### config.mk
export PLATFORM = sky130hd
export DESIGN_NAME = sync_fifo_param
export DESIGN_NICKNAME = d
export VERILOG_FILES = /design/src/rtl/shared_pkg.sv /design/src/rtl/fifo_mem.sv /design/src/rtl/sync_fifo_param.sv
export SDC_FILE = /design/constraint.sdc
export NUM_CORES = 1
export LEC_CHECK = 0
export ABC_AREA = 1
export CORE_ASPECT_RATIO = 1.25
export CORE_UTILIZATION = 54
export CTS_CLUSTER_DIAMETER = 120
export DETAILED_ROUTE_END_ITERATION = 12
export PLACE_DENSITY_LB_ADDON = 0.1
export SYNTH_ARGS = -nofsm -noshare
export SYNTH_HDL_FRONTEND = slang
export SYNTH_HIERARCHICAL = 1
export SYNTH_SLANG_ARGS = --single-unit
### constraint.sdc
create_clock -name clk -period 5.6 [get_ports clk]
set_input_delay 1.12 -clock clk [delete_from_list [all_inputs] [get_ports clk]]
set_output_delay 1.12 -clock clk [all_outputs]
set_load 0.1 [all_outputs]
### src/rtl/shared_pkg.sv
// Types, defaults and bench handshake items shared by the parametrised sync FIFO
// and the FIFO_IF-style environment that drives it.
package shared_pkg;

   typedef enum logic {FIFO_STD, FIFO_FWFT} fifo_mode_e;

   localparam int FIFO_WIDTH_DEF = 16;
   localparam int FIFO_DEPTH_DEF = 8;

   // Driver/monitor handshake used by the surrounding verification environment.
   logic test_finished;
   logic finished_driving;

endpackage

### src/rtl/fifo_mem.sv
// FIFO storage: register array with one synchronous write port and one
// asynchronous read address. Contents are deliberately not reset.
module fifo_mem #(
   parameter int FIFO_WIDTH = 16,
   parameter int FIFO_DEPTH = 8,
   parameter int AW         = $clog2(FIFO_DEPTH)
) (
   input  logic                  clk,
   input  logic                  wr_en,
   input  logic [AW-1:0]         wr_addr,
   input  logic [FIFO_WIDTH-1:0] wr_data,
   input  logic [AW-1:0]         rd_addr,
   output logic [FIFO_WIDTH-1:0] rd_data
);

   logic [FIFO_WIDTH-1:0] mem_q [FIFO_DEPTH];

   always_ff @(posedge clk) begin
      if (wr_en) begin
         mem_q[wr_addr] <= wr_data;
      end
   end

   assign rd_data = mem_q[rd_addr];

endmodule

### src/rtl/sync_fifo_param.sv
// Parametrised single-clock FIFO with occupancy count, threshold flags,
// registered status pulses and a standard or first-word-fall-through read port.
module sync_fifo_param
   import shared_pkg::*;
#(
   parameter int         FIFO_WIDTH = FIFO_WIDTH_DEF,
   parameter int         FIFO_DEPTH = FIFO_DEPTH_DEF,
   parameter int         AF_LEVEL   = FIFO_DEPTH - 1,
   parameter int         AE_LEVEL   = 1,
   parameter fifo_mode_e READ_MODE  = FIFO_STD
) (
   input  logic                            clk,
   input  logic                            rst_n,
   input  logic                            wr_en,
   input  logic [FIFO_WIDTH-1:0]           data_in,
   input  logic                            rd_en,
   output logic [FIFO_WIDTH-1:0]           data_out,
   output logic                            wr_ack,
   output logic                            overflow,
   output logic                            underflow,
   output logic                            full,
   output logic                            empty,
   output logic                            almostfull,
   output logic                            almostempty,
   output logic [$clog2(FIFO_DEPTH+1)-1:0] count
);

   localparam int            PW       = $clog2(FIFO_DEPTH);
   localparam int            CW       = $clog2(FIFO_DEPTH + 1);
   localparam logic [PW-1:0] LAST_PTR = PW'(FIFO_DEPTH - 1);
   localparam logic [CW-1:0] DEPTH_C  = CW'(FIFO_DEPTH);
   localparam logic [CW-1:0] AF_C     = CW'(AF_LEVEL);
   localparam logic [CW-1:0] AE_C     = CW'(AE_LEVEL);

   if (AF_LEVEL < 1 || AF_LEVEL > FIFO_DEPTH) begin : g_af_check
      $error("sync_fifo_param: AF_LEVEL must lie in 1..FIFO_DEPTH");
   end
   if (AE_LEVEL < 0 || AE_LEVEL > FIFO_DEPTH - 1) begin : g_ae_check
      $error("sync_fifo_param: AE_LEVEL must lie in 0..FIFO_DEPTH-1");
   end

   logic [PW-1:0]         wr_ptr_q, wr_ptr_d, rd_ptr_q, rd_ptr_d;
   logic [CW-1:0]         count_q, count_d;
   logic [FIFO_WIDTH-1:0] data_out_q, data_out_d, head_data;
   logic                  wr_ack_q, wr_ack_d;
   logic                  overflow_q, overflow_d;
   logic                  underflow_q, underflow_d;
   logic                  wr_accept, rd_accept;

   assign full        = (count_q == DEPTH_C);
   assign empty       = (count_q == '0);
   assign almostfull  = (count_q >= AF_C);
   assign almostempty = (count_q <= AE_C);
   assign count       = count_q;

   // A full FIFO still pops on a simultaneous read, but the write is refused.
   assign wr_accept = wr_en && !full;
   assign rd_accept = rd_en && !empty;

   fifo_mem #(
      .FIFO_WIDTH (FIFO_WIDTH),
      .FIFO_DEPTH (FIFO_DEPTH),
      .AW         (PW)
   ) u_mem (
      .clk     (clk),
      .wr_en   (wr_accept),
      .wr_addr (wr_ptr_q),
      .wr_data (data_in),
      .rd_addr (rd_ptr_q),
      .rd_data (head_data)
   );

   always_comb begin
      wr_ptr_d    = wr_ptr_q;
      rd_ptr_d    = rd_ptr_q;
      count_d     = count_q;
      data_out_d  = data_out_q;
      wr_ack_d    = wr_accept;
      overflow_d  = wr_en && full && !rd_en;
      underflow_d = rd_en && empty && !wr_en;

      if (wr_accept) begin
         wr_ptr_d = (wr_ptr_q == LAST_PTR) ? '0 : wr_ptr_q + 1'b1;
      end
      if (rd_accept) begin
         rd_ptr_d = (rd_ptr_q == LAST_PTR) ? '0 : rd_ptr_q + 1'b1;
         if (READ_MODE == FIFO_STD) begin
            data_out_d = head_data;
         end
      end

      case ({wr_accept, rd_accept})
         2'b10:   count_d = count_q + 1'b1;
         2'b01:   count_d = count_q - 1'b1;
         default: count_d = count_q;
      endcase
   end

   always_ff @(posedge clk or negedge rst_n) begin
      if (!rst_n) begin
         wr_ptr_q    <= '0;
         rd_ptr_q    <= '0;
         count_q     <= '0;
         data_out_q  <= '0;
         wr_ack_q    <= 1'b0;
         overflow_q  <= 1'b0;
         underflow_q <= 1'b0;
      end else begin
         wr_ptr_q    <= wr_ptr_d;
         rd_ptr_q    <= rd_ptr_d;
         count_q     <= count_d;
         data_out_q  <= data_out_d;
         wr_ack_q    <= wr_ack_d;
         overflow_q  <= overflow_d;
         underflow_q <= underflow_d;
      end
   end

   assign wr_ack    = wr_ack_q;
   assign overflow  = overflow_q;
   assign underflow = underflow_q;
   assign data_out  = (READ_MODE == FIFO_FWFT) ? (empty ? '0 : head_data) : data_out_q;

endmodule

==> flow_summary.ini, run 1 <==
[yosys]
synthesis.area_mm2 = 0.00700
syn-num-nets = 753
avgSynthCellArea_um2 = 9.66
synth-seq-cells = 157
yosysSeqAreaShare = 0.653
ys_types = 19
netlist.top_cell.by_area = edfxtp_1
syn_inst = 725
yosysWarnings = 6
ys_top_cells_by_area = edfxtp_1, nand2_1, dfrtp_1, inv_1, nand3_1
synth_top_area_frac = 0.549

[route]
routedWlPerCell_um = 14.7
vias = 4676
ant_nets = 0
drtIter0Drc = 339
via_per_inst = 4.91
wirelength_mm = 14.0
drc_errors = 0
first_pass_iters = 5

[layout]
antennaDiodeCount = 0
register_area_mm2 = 0.00457
mostFrequentLayoutCells = nand2_1, inv_1, edfxtp_1, nand3_1, clkdlybuf4s50_1
area_growth_pct = 15.7
fin_util = 0.640
layout_commonest_cell = nand2_1
multiInputGateArea_mm2 = 0.00165
drive_above_1_share = 0.0510
fillerInstances = 1014
stdcell_count = 953
nets = 802

[worst_setup_path]
reg2reg_from = count[0]$_DFFE_PN0P_
critPathKind = flop to output port
crit_family = buffers and inverters
critical_path_required_ns = 4.48
crit_path_end_kind = output port
cp_common_cell = inv_1
path_max_fanout = 5
crit_slowest_cell = clkdlybuf4s50_1
cp_slowest_stage_delay_ns = 1.12
critPathArrivalTime_ns = 2.50
cp.depth = 5
worst_setup_path_start_kind = flop
r2r_cells = 10
r2r_slack_ns = 3.10
timing.rr.end = count[2]$_DFFE_PN0P_
critical_path_buf_inv_count = 3
cp_cell_sequence = inv_1, ha_1, nand3_1, inv_1, clkdlybuf4s50_1

[clock_tree]
post_cts_resize_count = 0
clock_sinks = 157
clkTransAtPathRegs_ns = 0.06
clockBufferDepth = 2
clk_latency_ns = 0.42
cts_root_buf = clkbuf_16
post_cts_buffers = 0
cts_buffers = 17
h-tree-depth = 4
hold_buffers = 0
cts_tree = done

[place]
post-place-cells = 923
routabilityCongestion = 0.815
numPortBuffers = 46
hpwl_mm = 8.24

[sta]
final.period_utilization = 0.646
finalHoldViolCount = 0
finClkSkew_ns = 0.0109
min_period_ns = 3.62
max_clock_freq_mhz = 276
drv_slew = 0
finalSetupTns_ns = 0
rsz0062_at_grt = no
max_slew.worst_pin.slew_ns = 1.17
setup_viol = 0
relSlewSlack = 0.219
whs_ns = 0.478

[grt]
grt_use_met1 = 0.278
grt_pass1_wl_mm = 22.7
grt-busiest-layer = met2
grt_max_degree = 69
first_global_vias = 4451
grt_overflow = 0
grt_usage = 0.226
use_met2 = 0.384
groute.layer.met3.usage = 0.0543
antenna_found_initial = 0

[power_and_ir_drop]
powerDensity_mw_per_mm2 = 580
leakagePower_nw = 3.84
vdd_drop_max_v = 0.000454

[status]
outcome = finished clean

[die]
std_cell_rows = 46
die_x_um = 104
start_util = 0.553
die_h_um = 129
coreArea_mm2 = 0.0127
io_pins = 47
die_area_mm2 = 0.0134

[min_path]
hp-start = data_out[3]$_DFFE_PN0P_
holdPathStages = 2
holdCritPathClass = flop to flop
hold_path_end = data_out[3]$_DFFE_PN0P_

[job]
maxCapViolCount = 0
layer usage:
metal | vias to the layer above | wire length (um)
met2 | 144 | 7040
li1 | 2321 | -
met4 | 0 | 315
met1 | 2183 | 5880
met3 | 28 | 793
met5 | - | 0
cells by family after synthesis:
kind of cell,Yosys count,synth area share
xor+xnor,3,0.00375
fa+ha+maj,8,0.0143
buf+inv,177,0.111
flops,157,0.653
compound gates,3,0.00214
simple gates,377,0.216
state kept, by name (all words and copies together), names as in the netlist:
name and cells:
u_mem/mem_q 128, data_out 16, wr_ptr_q 3, underflow 1
overflow 1, rd_ptr_q 3, wr_ack 1, count 4
worst min-delay path: cells and delay by family, from the launching register on:
kind | cells | cell delay (ns)
AND/OR/NAND/NOR | 2 | 0.10
flip-flops | 1 | 0.34
cells in the mapped netlist:
| library cell | n |
|---|---|
| buf_12 | 1 |
| buf_2 | 12 |
| buf_4 | 6 |
| buf_6 | 8 |
| dfrtp_1 | 29 |
| edfxtp_1 | 128 |
| ha_1 | 8 |
| inv_1 | 149 |
| inv_2 | 1 |
| nand2_1 | 293 |
| nand2_2 | 3 |
| nand3_1 | 67 |
| nand4_1 | 1 |
| nor2_1 | 11 |
| nor2_2 | 1 |
| nor3_1 | 1 |
| o21ai_0 | 3 |
| xnor2_1 | 2 |
| xor2_1 | 1 |
cell type report:
type,instances,area share
sequential,157,0.564
clock inverter,11,0.0156
tap,168,0.0259
timing repair buffer,57,0.0670
multi-input combinational,391,0.204
inverter,150,0.0695
clock buffer,19,0.0534
power breakdown:
group          total (mW)  switching, mW  leakage [nW]  internal [mW]
combinational        1.98           1.48          2.05          0.497
clock                1.10          0.415         0.270          0.685
sequential           1.62          0.120          1.52           1.50
worst max path at each step:
stage	startpoint	to	slack, ns
finish	count[1]$_DFFE_PN0P_	full	1.98
detailed placement	rd_en	count[2]$_DFFE_PN0P_	2.31
floorplan	count[0]$_DFFE_PN0P_	almostfull	1.08
CTS	count[1]$_DFFE_PN0P_	full	1.96
global route	count[0]$_DFFE_PN0P_	full	1.88
global placement	rd_en	count[2]$_DFFE_PN0P_	2.40
through the flow:
step	area [um^2]	worst slack, ns	power (mW)
after global placement	7540	2.40	3.57
after global routing	8100	1.88	4.97
after CTS	8100	1.96	4.72
after detailed placement	7540	2.31	3.62
final	8100	1.98	4.70
after floorplan	7000	1.08	3.16
No activity file was read; power rests on OpenSTA's default activity.
==> run 2, diff against run 1 <==
- clock period: 5.6 -> 3.35 ns (I/O delays scaled with it)
==> run 2 against run 1 <==
Worst setup slack worse by 1.2 ns; register-to-register slack worse by 2.2 ns; non-clock buffer count increased by 2; sequential power up 65%; critical path type unchanged; largest power group unchanged.
==> flow_summary.ini, run 2 (synthesis gave the netlist of run 1 again) <==
[clock_tree]
cts_tree = done
post_cts_buffers = 0
cts_root_buf = clkbuf_16
clock_sinks = 157
hold_buffers = 0
clkTransAtPathRegs_ns = 0.06
cts_buffers = 17
clockBufferDepth = 2
clk_latency_ns = 0.42
h-tree-depth = 4
post_cts_resize_count = 0

[grt]
grt_usage = 0.233
grt_pass1_wl_mm = 23.2
grt_max_degree = 68
grt_overflow = 0
antenna_found_initial = 0
first_global_vias = 4506

[sta]
whs_ns = 0.478
setup_slack_ns = 0.807
drv_slew = 0
setup_viol = 0
finalSetupTns_ns = 0
relSlewSlack = 0.247
min_period_ns = 2.54
max_clock_freq_mhz = 393
rsz0062_at_grt = no
finClkSkew_ns = 0.00978
final.period_utilization = 0.759
max_slew.worst_pin.slew_ns = 1.13
finalHoldViolCount = 0

[place]
post-place-cells = 925
placed_cell_area_mm2 = 0.00749
hpwl_mm = 9.20
numPortBuffers = 46
dpl_worst_slack_ns = 0.714
routabilityCongestion = 0.855

[route]
ant_nets = 0
drc_errors = 0
wirelength_mm = 14.4
first_pass_iters = 5
vias = 4726
via_per_inst = 4.95
routedWlPerCell_um = 15.1
drtIter0Drc = 391

[power_and_ir_drop]
leakagePower_nw = 3.89
vdd_drop_max_v = 0.000761
powerDensity_mw_per_mm2 = 982
power_mw = 7.95

[layout]
mostFrequentLayoutCells = nand2_1, inv_1, edfxtp_1, nand3_1, buf_4
layout_commonest_cell = nand2_1
drive_above_1_share = 0.0915
largest_reg_flops = 128
area_growth_pct = 15.6
antennaDiodeCount = 0
regMostFlops = u_mem/mem_q
fin_util = 0.639
postLayoutCellArea_mm2 = 0.00810
nets = 804
stdcell_count = 955

[worst_setup_path]
crit_path_end_kind = output port
cp_slowest_stage_delay_ns = 1.12
path_max_fanout = 1
r2r_slack_ns = 0.91
critical_path_buf_inv_count = 1
crit_slowest_cell = clkdlybuf4s50_1
cp_cell_sequence = clkdlybuf4s50_1
critPathArrivalTime_ns = 1.87
critical_path_required_ns = 2.68
crit_family = buffers and inverters
critPathKind = flop to output port
worst_setup_path_start_kind = flop

[die]
die_h_um = 129
std_cell_rows = 46
die_area_mm2 = 0.0134
start_util = 0.553
io_pins = 47
coreArea_mm2 = 0.0127
die_x_um = 104

[status]
outcome = finished clean

[job]
maxCapViolCount = 0

[min_path]
holdCritPathClass = flop to flop
-- run 2: changes by cell type in the layout (fill, tap and decap cells not counted), moves of 3 or more --
cell,change
clkinv_1,-5
clkinvlp_4,+3
buf_4,+27
clkdlybuf4s50_1,-25
-- run 2: path summary, 6_finish.rpt --
kind | endpoint | start | cells after the start
setup / recovery | underflow | underflow$_DFF_PN0_ | 1
hold / removal | data_out[6]$_DFFE_PN0P_ | data_out[6]$_DFFE_PN0P_ | 2
hold reg to reg | data_out[6]$_DFFE_PN0P_ | data_out[6]$_DFFE_PN0P_ | 2
min in group asynchronous | data_out[0]$_DFFE_PN0P_ | rst_n | 2
max in group asynchronous | rd_ptr_q[0]$_DFFE_PN0P_ | rst_n | 2
setup reg to reg | u_mem/mem_q[2][2]$_DFFE_PP_ | count[0]$_DFFE_PN0P_ | 8
-- run 2: final cells by class --
cell class	count	area, um^2
Sequential cell	157	4570
Fill cell	1026	4570
Multi-Input combinational cell	391	1650
Inverter	150	563
Timing Repair Buffer	59	495
Clock buffer	19	433
Tap cell	168	210
Clock inverter	11	169
-- run 2: routing by layer --
metal / wire length [um] / track usage / up-vias
met4: 150 / 0.0882 / 0
met3: 992 / 0.0639 / 11
met1: 6510 / 0.318 / 2236
li1: - / - / 2326
met2: 6770 / 0.360 / 153
met5: 0 / 0 / -
-- run 2: worst reg2reg max path, delay by kind of cell, from the launching register on --
| kind | cells | cell delay, ns |
|---|---|---|
| adder cells (fa/ha/maj) | 1 | 0.24 |
| buffers and inverters | 3 | 0.60 |
| flip-flops | 1 | 0.44 |
| AND/OR/NAND/NOR | 4 | 0.86 |
-- run 2: report_power, final --
group / total [mW] / switching (mW) / internal, mW
Combinational: 3.31 / 2.52 / 0.792
Sequential: 2.68 / 0.175 / 2.50
Clock: 1.96 / 0.722 / 1.24
Total: 7.95 / 3.42 / 4.53
